<file path="src/rtl/router_pkg.sv">
// Shared definitions for the router feeder blocks.
//
// Contents:
//   loader_state_e : sequencing states of the FIFO row loader
//   MAX_LANES      : widest lane mask lane_mask() can build
//   lane_mask()    : lane count -> thermometer mask of valid lanes
package router_pkg;

    localparam int unsigned MAX_LANES = 64;

    typedef enum logic [2:0] {
        IDLE,
        ISSUE,
        WAIT,
        WRITE,
        DONE
    } loader_state_e;

    // Builds a thermometer mask for a row of `lanes` lanes. A count of 0 or
    // more than `lanes` means the whole row is valid, so a programmed count
    // of 0 behaves like a full row.
    function automatic logic [MAX_LANES-1:0] lane_mask(input int unsigned count,
                                                       input int unsigned lanes);
        logic [MAX_LANES-1:0] mask;
        mask = '0;
        for (int unsigned i = 0; i < MAX_LANES; i++) begin
            if ((i < lanes) && ((count == 0) || (count > lanes) || (i < count))) begin
                mask[i] = 1'b1;
            end
        end
        return mask;
    endfunction

endpackage

</file>
<file path="src/rtl/fifo_row_loader_if.sv">
// SRAM read port and FIFO write port of the row loader, bundled together.
//
// Signals:
//   sram_en / sram_addr   : read strobe and address toward the SRAM
//   sram_rdata            : read data, valid one cycle after sram_en
//   fifo_enough_slots     : FIFO can take a full multi-lane write
//   fifo_write_en         : FIFO write strobe
//   fifo_data / fifo_valid: lane data and per-lane valid mask
// Modports:
//   master : the loader side
//   slave  : the SRAM/FIFO side
interface fifo_row_loader_if #(
    parameter int DATA_WIDTH  = 8,
    parameter int DATA_LENGTH = 8,
    parameter int ADDR_WIDTH  = 10
);

    logic                              sram_en;
    logic [ADDR_WIDTH-1:0]             sram_addr;
    logic [DATA_LENGTH*DATA_WIDTH-1:0] sram_rdata;
    logic                              fifo_enough_slots;
    logic                              fifo_write_en;
    logic [DATA_LENGTH*DATA_WIDTH-1:0] fifo_data;
    logic [DATA_LENGTH-1:0]            fifo_valid;

    modport master (
        output sram_en, sram_addr, fifo_write_en, fifo_data, fifo_valid,
        input  sram_rdata, fifo_enough_slots
    );

    modport slave (
        input  sram_en, sram_addr, fifo_write_en, fifo_data, fifo_valid,
        output sram_rdata, fifo_enough_slots
    );

endinterface

</file>
<file path="src/rtl/fifo_row_loader.sv">
// Reads a programmed run of rows from SRAM and writes each row into a
// multi-input FIFO as one multi-lane write. Throttles on the FIFO's
// enough-slots flag and trims the final row to a programmed lane count.
//
// Ports:
//   i_clk, i_rst   : clock, synchronous active-high reset
//   i_start        : one-cycle command pulse, honoured only when idle
//   i_clear        : synchronous abort back to idle
//   i_base_addr    : address of the first row
//   i_stride       : address increment between rows (wraps)
//   i_row_count    : number of rows in the run
//   i_last_lanes   : valid lanes in the final row (0 or too large = all)
//   bus            : SRAM read / FIFO write port (master side)
//   o_busy         : high whenever a run is in progress
//   o_done         : one-cycle pulse at the end of a run
module fifo_row_loader
    import router_pkg::*;
#(
    parameter int DATA_WIDTH  = 8,
    parameter int DATA_LENGTH = 8,
    parameter int ADDR_WIDTH  = 10,
    parameter int COUNT_WIDTH = 8,
    parameter int LANE_WIDTH  = $clog2(DATA_LENGTH + 1)
) (
    input  logic                   i_clk,
    input  logic                   i_rst,
    input  logic                   i_start,
    input  logic                   i_clear,
    input  logic [ADDR_WIDTH-1:0]  i_base_addr,
    input  logic [ADDR_WIDTH-1:0]  i_stride,
    input  logic [COUNT_WIDTH-1:0] i_row_count,
    input  logic [LANE_WIDTH-1:0]  i_last_lanes,
    fifo_row_loader_if.master      bus,
    output logic                   o_busy,
    output logic                   o_done
);

    loader_state_e state_q;
    loader_state_e state_d;

    logic [ADDR_WIDTH-1:0]             addr_q;
    logic [ADDR_WIDTH-1:0]             stride_q;
    logic [COUNT_WIDTH-1:0]            rows_q;
    logic [LANE_WIDTH-1:0]             last_q;
    logic [DATA_LENGTH*DATA_WIDTH-1:0] data_q;
    logic [DATA_LENGTH-1:0]            valid_q;
    logic [DATA_LENGTH-1:0]            last_mask;
    logic                              abort;

    assign abort     = i_rst | i_clear;
    assign last_mask = DATA_LENGTH'(lane_mask(32'(last_q), DATA_LENGTH));

    // State register.
    always_ff @(posedge i_clk) begin
        if (i_rst) begin
            state_q <= IDLE;
        end else begin
            state_q <= state_d;
        end
    end

    // Next-state logic. rows_q already counts the row just read when WRITE
    // decides, so zero there means the run is finished. A clear overrides
    // every transition, including a start arriving in the same cycle.
    always_comb begin
        state_d = state_q;
        unique case (state_q)
            IDLE:    if (i_start) state_d = (i_row_count == '0) ? DONE : ISSUE;
            ISSUE:   if (bus.fifo_enough_slots) state_d = WAIT;
            WAIT:    state_d = WRITE;
            WRITE:   state_d = (rows_q == '0) ? DONE : ISSUE;
            DONE:    state_d = IDLE;
            default: state_d = IDLE;
        endcase
        if (i_clear) begin
            state_d = IDLE;
        end
    end

    // Run parameters, address accumulator, row counter and the FIFO-facing
    // data/mask registers. Data is captured in WAIT, the cycle the SRAM
    // answers; an abort in WAIT therefore simply drops the returned row.
    always_ff @(posedge i_clk) begin
        if (i_rst) begin
            addr_q   <= '0;
            stride_q <= '0;
            rows_q   <= '0;
            last_q   <= '0;
            data_q   <= '0;
            valid_q  <= '0;
        end else if (!i_clear) begin
            case (state_q)
                IDLE: begin
                    if (i_start) begin
                        addr_q   <= i_base_addr;
                        stride_q <= i_stride;
                        rows_q   <= i_row_count;
                        last_q   <= i_last_lanes;
                    end
                end
                WAIT: begin
                    data_q  <= bus.sram_rdata;
                    valid_q <= (rows_q == COUNT_WIDTH'(1)) ? last_mask : '1;
                    addr_q  <= addr_q + stride_q;
                    rows_q  <= rows_q - COUNT_WIDTH'(1);
                end
                default: ;
            endcase
        end
    end

    // Strobes. They are gated by an abort in the same cycle so a clear in
    // ISSUE/WRITE/DONE never lets a read, write or done pulse escape.
    always_comb begin
        bus.sram_en       = 1'b0;
        bus.fifo_write_en = 1'b0;
        o_done            = 1'b0;
        if (!abort) begin
            case (state_q)
                ISSUE:   bus.sram_en       = bus.fifo_enough_slots;
                WRITE:   bus.fifo_write_en = 1'b1;
                DONE:    o_done            = 1'b1;
                default: ;
            endcase
        end
    end

    assign bus.sram_addr  = addr_q;
    assign bus.fifo_data  = data_q;
    assign bus.fifo_valid = valid_q;
    assign o_busy         = (state_q != IDLE);

endmodule

</file>
<file path="src/flat_wrapper.sv">
// flat-port wrapper written by rule: the top's interface ports become plain ports
module fifo_row_loader_flat import router_pkg::*;
#(
    parameter int DATA_WIDTH  = 8,
    parameter int DATA_LENGTH = 8,
    parameter int ADDR_WIDTH  = 10,
    parameter int COUNT_WIDTH = 8,
    parameter int LANE_WIDTH  = $clog2(DATA_LENGTH + 1)
)
  (i_clk, i_rst, i_start, i_clear, i_base_addr, i_stride, i_row_count, i_last_lanes, o_busy, o_done, bus_sram_en, bus_sram_addr, bus_fifo_write_en, bus_fifo_data, bus_fifo_valid, bus_sram_rdata, bus_fifo_enough_slots);
  fifo_row_loader_if #(.DATA_WIDTH(DATA_WIDTH), .DATA_LENGTH(DATA_LENGTH), .ADDR_WIDTH(ADDR_WIDTH)) bus_i ();
  input  logic i_clk;
  input  logic i_rst;
  input  logic i_start;
  input  logic i_clear;
  input  logic [ADDR_WIDTH-1:0] i_base_addr;
  input  logic [ADDR_WIDTH-1:0] i_stride;
  input  logic [COUNT_WIDTH-1:0] i_row_count;
  input  logic [LANE_WIDTH-1:0] i_last_lanes;
  output logic o_busy;
  output logic o_done;
  output wire logic [$bits(bus_i.sram_en)-1:0] bus_sram_en;
  output wire logic [$bits(bus_i.sram_addr)-1:0] bus_sram_addr;
  output wire logic [$bits(bus_i.fifo_write_en)-1:0] bus_fifo_write_en;
  output wire logic [$bits(bus_i.fifo_data)-1:0] bus_fifo_data;
  output wire logic [$bits(bus_i.fifo_valid)-1:0] bus_fifo_valid;
  input wire logic [$bits(bus_i.sram_rdata)-1:0] bus_sram_rdata;
  input wire logic [$bits(bus_i.fifo_enough_slots)-1:0] bus_fifo_enough_slots;
  assign bus_sram_en = bus_i.sram_en;
  assign bus_sram_addr = bus_i.sram_addr;
  assign bus_fifo_write_en = bus_i.fifo_write_en;
  assign bus_fifo_data = bus_i.fifo_data;
  assign bus_fifo_valid = bus_i.fifo_valid;
  assign bus_i.sram_rdata = bus_sram_rdata;
  assign bus_i.fifo_enough_slots = bus_fifo_enough_slots;
  fifo_row_loader #(.DATA_WIDTH(DATA_WIDTH), .DATA_LENGTH(DATA_LENGTH), .ADDR_WIDTH(ADDR_WIDTH), .COUNT_WIDTH(COUNT_WIDTH), .LANE_WIDTH(LANE_WIDTH)) u_core (.i_clk(i_clk), .i_rst(i_rst), .i_start(i_start), .i_clear(i_clear), .i_base_addr(i_base_addr), .i_stride(i_stride), .i_row_count(i_row_count), .i_last_lanes(i_last_lanes), .bus(bus_i), .o_busy(o_busy), .o_done(o_done));
endmodule
</file>
<file path="config.mk">
export PLATFORM = sky130hd
export DESIGN_NAME = fifo_row_loader_flat
export DESIGN_NICKNAME = d
export VERILOG_FILES = /design/src/rtl/router_pkg.sv /design/src/rtl/fifo_row_loader_if.sv /design/src/rtl/fifo_row_loader.sv /design/src/flat_wrapper.sv
export SDC_FILE = /design/constraint.sdc
export NUM_CORES = 1
export LEC_CHECK = 0
export CAP_MARGIN = 20
export CORE_MARGIN = 3
export CORE_UTILIZATION = 43
export CTS_CLUSTER_DIAMETER = 200
export CTS_CLUSTER_SIZE = 20
export DETAILED_ROUTE_END_ITERATION = 8
export GPL_ROUTABILITY_DRIVEN = 1
export PLACE_DENSITY = 0.8
export SYNTH_ARGS = -nofsm -noshare
export SYNTH_HDL_FRONTEND = slang
export SYNTH_SLANG_ARGS = --single-unit
</file>
<file path="constraint.sdc">
create_clock -name i_clk -period 2.7 [get_ports i_clk]
set_input_delay 0.54 -clock i_clk [delete_from_list [all_inputs] [get_ports i_clk]]
set_output_delay 0.54 -clock i_clk [all_outputs]
set_load 0.02 [all_outputs]
</file>
==> results of run 1 <==
==> registers in the layout, indices dropped and copies added, names as in the netlist <==
name and count:
u_core.bus.fifo_data 64, u_core.bus.sram_addr 10, u_core.stride_q 10, u_core.bus.fifo_valid 8, u_core.rows_q 8, u_core.last_q 4, u_core.state_q 3
==> critical path, stage by stage <==
cell and delay, ps:
clkdlybuf4s50_1 510, or2_4 280, nor2_2 160, and4b_1 200
dlygate4sd2_1 330
==> cell usage in the layout, fill, tap and decap left out, drive strengths merged, types with 3 or more instances in the layout <==
cell | synthesis | final
nand2b | 5 | 5
dfxtp | 107 | 107
buf | 11 | 11
nor3 | 12 | 12
ha | 11 | 11
o22ai | 4 | 4
clkdlybuf4s50 | 0 | 183
nor2 | 35 | 35
inv | 5 | 9
nand2 | 178 | 178
nand3 | 8 | 8
and3 | 4 | 4
or2 | 3 | 3
clkbuf | 28 | 9
o21ai | 17 | 17
or3 | 6 | 6
a211oi | 13 | 13
a21oi | 105 | 105
==> through the flow <==
stage | TNS (ps) | total power, mW
finish | 0 | 3.131
global route | 0 | 3.263
detailed placement | -409.7 | 2.105
CTS | 0 | 3.160
global placement | -327.8 | 2.092
floorplan | 0 | 1.870
==> power groups by stage <==
stage / clock (mW) / sequential (mW) / combinational [mW]
floorplan: 0 / 1.69 / 0.178
global placement: 0 / 1.68 / 0.413
detailed placement: 0 / 1.68 / 0.425
CTS: 1.09 / 1.65 / 0.428
global route: 1.15 / 1.65 / 0.466
finish: 1.06 / 1.65 / 0.428
==> final cells by class <==
class	instances	share of cell area [%]
clock buffers	9	1.840
clock inverters	7	1.375
inverters	5	0.2788
multi-input cells	438	32.97
flip-flops and latches	107	31.82
well taps	133	2.472
repair buffers	196	29.25
==> cell families after synthesis <==
kind of cell               after synthesis  synth area share (%)
and+or+nand+nor                        261                 24.36
AOI/OAI and AO/OA                      160                 19.89
DFF                                    107                 47.18
buffers and inverters                   44                 4.106
adders and majority gates               12                 3.472
xor gates and xnor gates                 4                0.7717
muxes                                    1                0.2205
==> repair_timing <==
item                       4_1_cts  5_1_grt
gates resized for setup          3        0
hold buffers                     0        0
setup endpoints to repair        2        0
setup buffers                    0        0
==> path summary, 6_finish.rpt <==
check | to | cells after the start
setup reg to reg | u_core.bus.sram_addr[8] | 8
setup / recovery | bus_sram_en | 5
hold reg to reg | u_core.bus.fifo_data[63] | 2
hold / removal | u_core.bus.fifo_data[63] | 2
==> layer usage <==
layer  vias up  GRT usage (%)  part of all wire, %
met5         -              0                    0
met4         0          7.304                  2.1
met3        25          3.848                  7.4
met2       191          36.76                   48
met1      2112          27.99                   42
li1       2334              -                    -
==> out/results.ini, run 1 <==
[finish]
area_delta_synth_final_pct=48.28
num-fill-cells=839
instances_no_fill=895
seqCellArea_um2=2142
drive_above_1_share_pct=4.593
post-route-util_pct=67.33
diodes=0
fin_nets=870
finalInstanceArea_um2=6733
multi_input_area_um2=2220

[detailed_routing]
routed_wl_mm=13.24
postRouteAntennaNets=0
wl_per_cell_um=14.79
drc_errors=0
vias=4662
drt-vias-per-instance=5.209
first_pass_iters=5
drt_iter0_drc=383

[yosys]
synth-seq-cells=107
synth_edf_count=0
synthTopCellsByCount=178 x nand2_1, 107 x dfxtp_1, 105 x a21oi_1, 33 x nor2_1, 28 x clkbuf_1
synthArstFlopShare_pct=0
yosysWarnings=0
syn-num-nets=702
yosysUniqueCellTypes=51
ys_seq_area_share_pct=47.18
synth-main-ff-cell=dfxtp_1
synth.largest_area_cell=dfxtp_1
netlist_area_um2=4541
post-synth-top-count-cell=nand2_1
synth_area_leaders=dfxtp_1 47%, nand2_1 15%, a21oi_1 12%
syn_inst=589
synth_top_cell_area_share_pct=47.18
syn_avg_cell_area_um2=7.709

[global_routing]
grt_pass1_wl_mm=20.80
grt_usage_pct=21.72
grt_pass1_vias=4294
grt-ovfl-total=0
grt_max_degree=78
grt_antenna_before_repair=0

[floorplanning]
core-area_um2=10000
die_w_um=108.8
dieArea_um2=11830
fp.dieH_um=108.8
io_pins=187
start_util_pct=45.41
fp-row-count=36

[timing]
fin_skew_ps=12.58
slew_violations=0
hold_viol=0
worst_pin_slew_ps=821.4
max_freq_mhz=390.0
period_share_pct=94.96
rsz0062_at_grt=false
finalWorstSetupSlack_ps=136.1
max_slew_margin_pct=45.24
setup_viol=0
whs_ps=459.6
min_period_ps=2564

[cts]
clockRootBuffer=clkbuf_8
cts_tree=built
htreeDepth=3
clock_sinks=107
clkTransAtPathRegs_ps=110
cts.path.max_buffers=2
clock_latency_ps=360
cts_buffers=9

[setup_path]
crit_arrival_ps=2020
crit_path_end_kind=output port
cp_max_fo=4
required_ps=2160
setup.worst_path.start=i_clear
crit_path_start_kind=primary input
reg2reg_setup_slack_ps=430
reg2reg_from=u_core.bus.sram_addr[0]
critPathKind=primary input to output port

[placement]
placed_cell_area_um2=6516
dp_cells=879
place_congestion=0.9101
hpwl_mm=9.762
place_ws_ps=-216.1
port_buffers=186

[flow_run]
drv_cap=0

[power]
intPower_mw=2.307
combPwrFrac_pct=13.7
pwr-share-clk_pct=33.8
switching_power_mw=0.8238
ir_drop_v=0.0003788
seqPwrFrac_pct=52.6
cellPowerDensity_nw_per_um2=465.0
p_leak_nw=2.388
netSwitchingFraction_pct=26.31

[hold_path]
hold_class=register to register
hold_start=u_core.bus.fifo_data[63]

[status]
status=completed

(Power assumes the default switching activity.)
==> run 2, diff against run 1 <==
Settings changed: PLACE_DENSITY 0.8 to not set, PLACE_DENSITY_LB_ADDON set to 0.12.
==> run 2 against run 1 <==
  * Combinational power down 2%
  * Clock skew grew 3.7 ps
  * Critical path depth is the same
  * Fmax rose by 0.86%
  * Critical path type unchanged
  * Non-clock buffer count is 1 higher
  * Largest cell class unchanged
  * Clock power is 16% lower
  * Clock-buffer cell count grew 1
  * Highest routed layer unchanged
  * Sequential power barely moved
  * First-iteration DRC count is 32% lower
  * Critical endpoint is now o_done
==> out/results.ini, run 2 (same netlist as run 1, synthesis figures left out) <==
[finish]
area_delta_synth_final_pct=47.29
final_cell_mix=183 x clkdlybuf4s50_1, 178 x nand2_1, 107 x dfxtp_1
instances_no_fill=896  ; +0.11%
finalInstanceArea_um2=6688  ; -0.67%
drive_above_1_share_pct=4.456  ; -0.14 points
num-fill-cells=893  ; +6.4%
fin_nets=871  ; +0.11%
largest_reg_flops=64  ; unchanged
post-route-util_pct=66.88  ; -0.45 points
diodes=0  ; unchanged
final_common_cell=clkdlybuf4s50_1

[cts]
clockRootBuffer=clkbuf_8
cts_setup_buffers=0  ; unchanged
cts.path.max_buffers=2  ; unchanged
clock_latency_ps=360  ; about the same
cts_tree=built
clock_sinks=107  ; unchanged
cts_buffers=9  ; unchanged
htreeDepth=3  ; unchanged
clkTransAtPathRegs_ps=100  ; about the same
postCtsHoldBufs=0  ; unchanged

[placement]
dp_cells=880  ; +0.11%
placed_cell_area_um2=6511  ; about the same
port_buffers=186  ; unchanged
hpwl_mm=9.482  ; -2.9%
place_congestion=0.8637  ; -5.1%

[timing]
setup_viol=0  ; unchanged
worst_pin_slew_ps=816.2  ; -5.187 ps
min_period_ps=2542  ; -21.85 ps
fin_skew_ps=16.26  ; +3.687 ps
period_share_pct=94.15  ; -0.81 points
max_slew_margin_pct=45.59  ; +0.35 points
max_freq_mhz=393.4  ; +0.86%
hold_viol=0  ; unchanged
slew_violations=0  ; unchanged
rsz0062_at_grt=false

[global_routing]
grt_antenna_before_repair=0  ; unchanged
grt_max_degree=79  ; +1.3%
grt-ovfl-total=0  ; unchanged
grt_pass1_vias=4443  ; +3.5%
grt_pass1_wl_mm=20.56  ; -1.2%
grt_usage_pct=21.45  ; -0.26 points

[detailed_routing]
drc_errors=0  ; unchanged
routed_wl_mm=12.78  ; -3.4%
first_pass_iters=4  ; -1
postRouteAntennaNets=0  ; unchanged
wl_per_cell_um=14.26  ; -3.6%
vias=4667  ; +0.11%
drt-vias-per-instance=5.209  ; about the same
drt_iter0_drc=261  ; -32%

[setup_path]
critPathTopFamily=buffers and inverters
critPathKind=primary input to output port
reg2reg_setup_slack_ps=430  ; about the same
rr_endpoint=u_core.bus.sram_addr[8]
crit_path_start_kind=primary input
ff2ff_path_depth=8  ; unchanged
crit_chain=clkdlybuf4s50_1 > buf_4 > nor2_1 > and3_1 > clkdlybuf4s50_1
path_common_cell=clkdlybuf4s50_1
setup.worst_path.start=i_clear
reg2reg_from=u_core.bus.sram_addr[0]
crit_cells=5  ; unchanged
cp_max_fo=3  ; -1
critPathBufInv=3  ; +1
endpoint=o_done
crit_slowest_cell=clkdlybuf4s50_1
required_ps=2160  ; about the same
crit_path_end_kind=output port
max_stage_delay_ps=620  ; +110 ps
crit_arrival_ps=2000  ; -20 ps

[flow_run]
drv_cap=0  ; unchanged

[floorplanning]
dieArea_um2=11830  ; unchanged
die_w_um=108.8  ; unchanged
fp-row-count=36  ; unchanged
io_pins=187  ; unchanged
fp.dieH_um=108.8  ; unchanged
start_util_pct=45.41  ; unchanged
core-area_um2=10000  ; unchanged

[power]
ir_drop_v=0.0002995  ; -21%
cellPowerDensity_nw_per_um2=442.3  ; -4.9%
p_leak_nw=2.365  ; -0.96%

[status]
status=completed

[hold_path]
hold_class=primary input to register

[run 2: cell type report]
class	count	area (µm²)	area share, %
sequential	107	2142	32.03
timing repair buffer	197	1964	29.37
multi-input combinational	438	2217	33.15
clock inverter	6	51.30	0.7671
inverter	5	18.77	0.2806
clock buffer	10	127.6	1.908
tap	133	166.4	2.488
[run 2: worst min path at each step]
stage                        startpoint                  endpoint  slack, ps  depth (start not counted)
6_report                          i_rst         u_core.state_q[0]        360                          2
5_1_grt                           i_rst         u_core.state_q[0]        350                          2
4_1_cts                           i_rst         u_core.state_q[0]        350                          2
3_5_place_dp           u_core.last_q[3]          u_core.last_q[3]        450                          2
3_3_place_gp   u_core.bus.fifo_data[36]  u_core.bus.fifo_data[36]        440                          2
2_1_floorplan          u_core.last_q[3]          u_core.last_q[3]        430                          2
[run 2: power breakdown]
part / switching (mW) / total (mW) / internal (mW)
combinational: 0.185 / 0.419 / 0.234
sequential: 0.0327 / 1.65 / 1.61
clock: 0.548 / 0.894 / 0.346
[run 2: per-stage QoR]
| step | setup slack (ps) | hold WS, ps | total power [mW] | setup TNS (ps) |
|---|---|---|---|---|
| finish | 158.0 | 361.9 | 2.958 | 0 |
| floorplan | 586.7 | 431.1 | 1.870 | 0 |
| global route | 69.73 | 354.0 | 3.115 | 0 |
| detailed placement | -42.48 | 445.6 | 2.101 | -55.84 |
| global placement | -38.95 | 440.4 | 2.091 | -41.43 |
| CTS | 148.8 | 345.2 | 2.996 | 0 |
[run 2: per-layer routing]
metal / GRT usage, % / part of all wire [%]
met5: 0 / 0
met4: 9.558 / 3.2
met3: 4.677 / 7.0
met2: 37.20 / 49
met1: 25.40 / 41
[run 2: timing repair]
item / in CTS / in global routing
hold endpoints to repair: 0 / 0
endpoints found under the setup margin: 2 / 0
gates resized for setup: 2 / 0
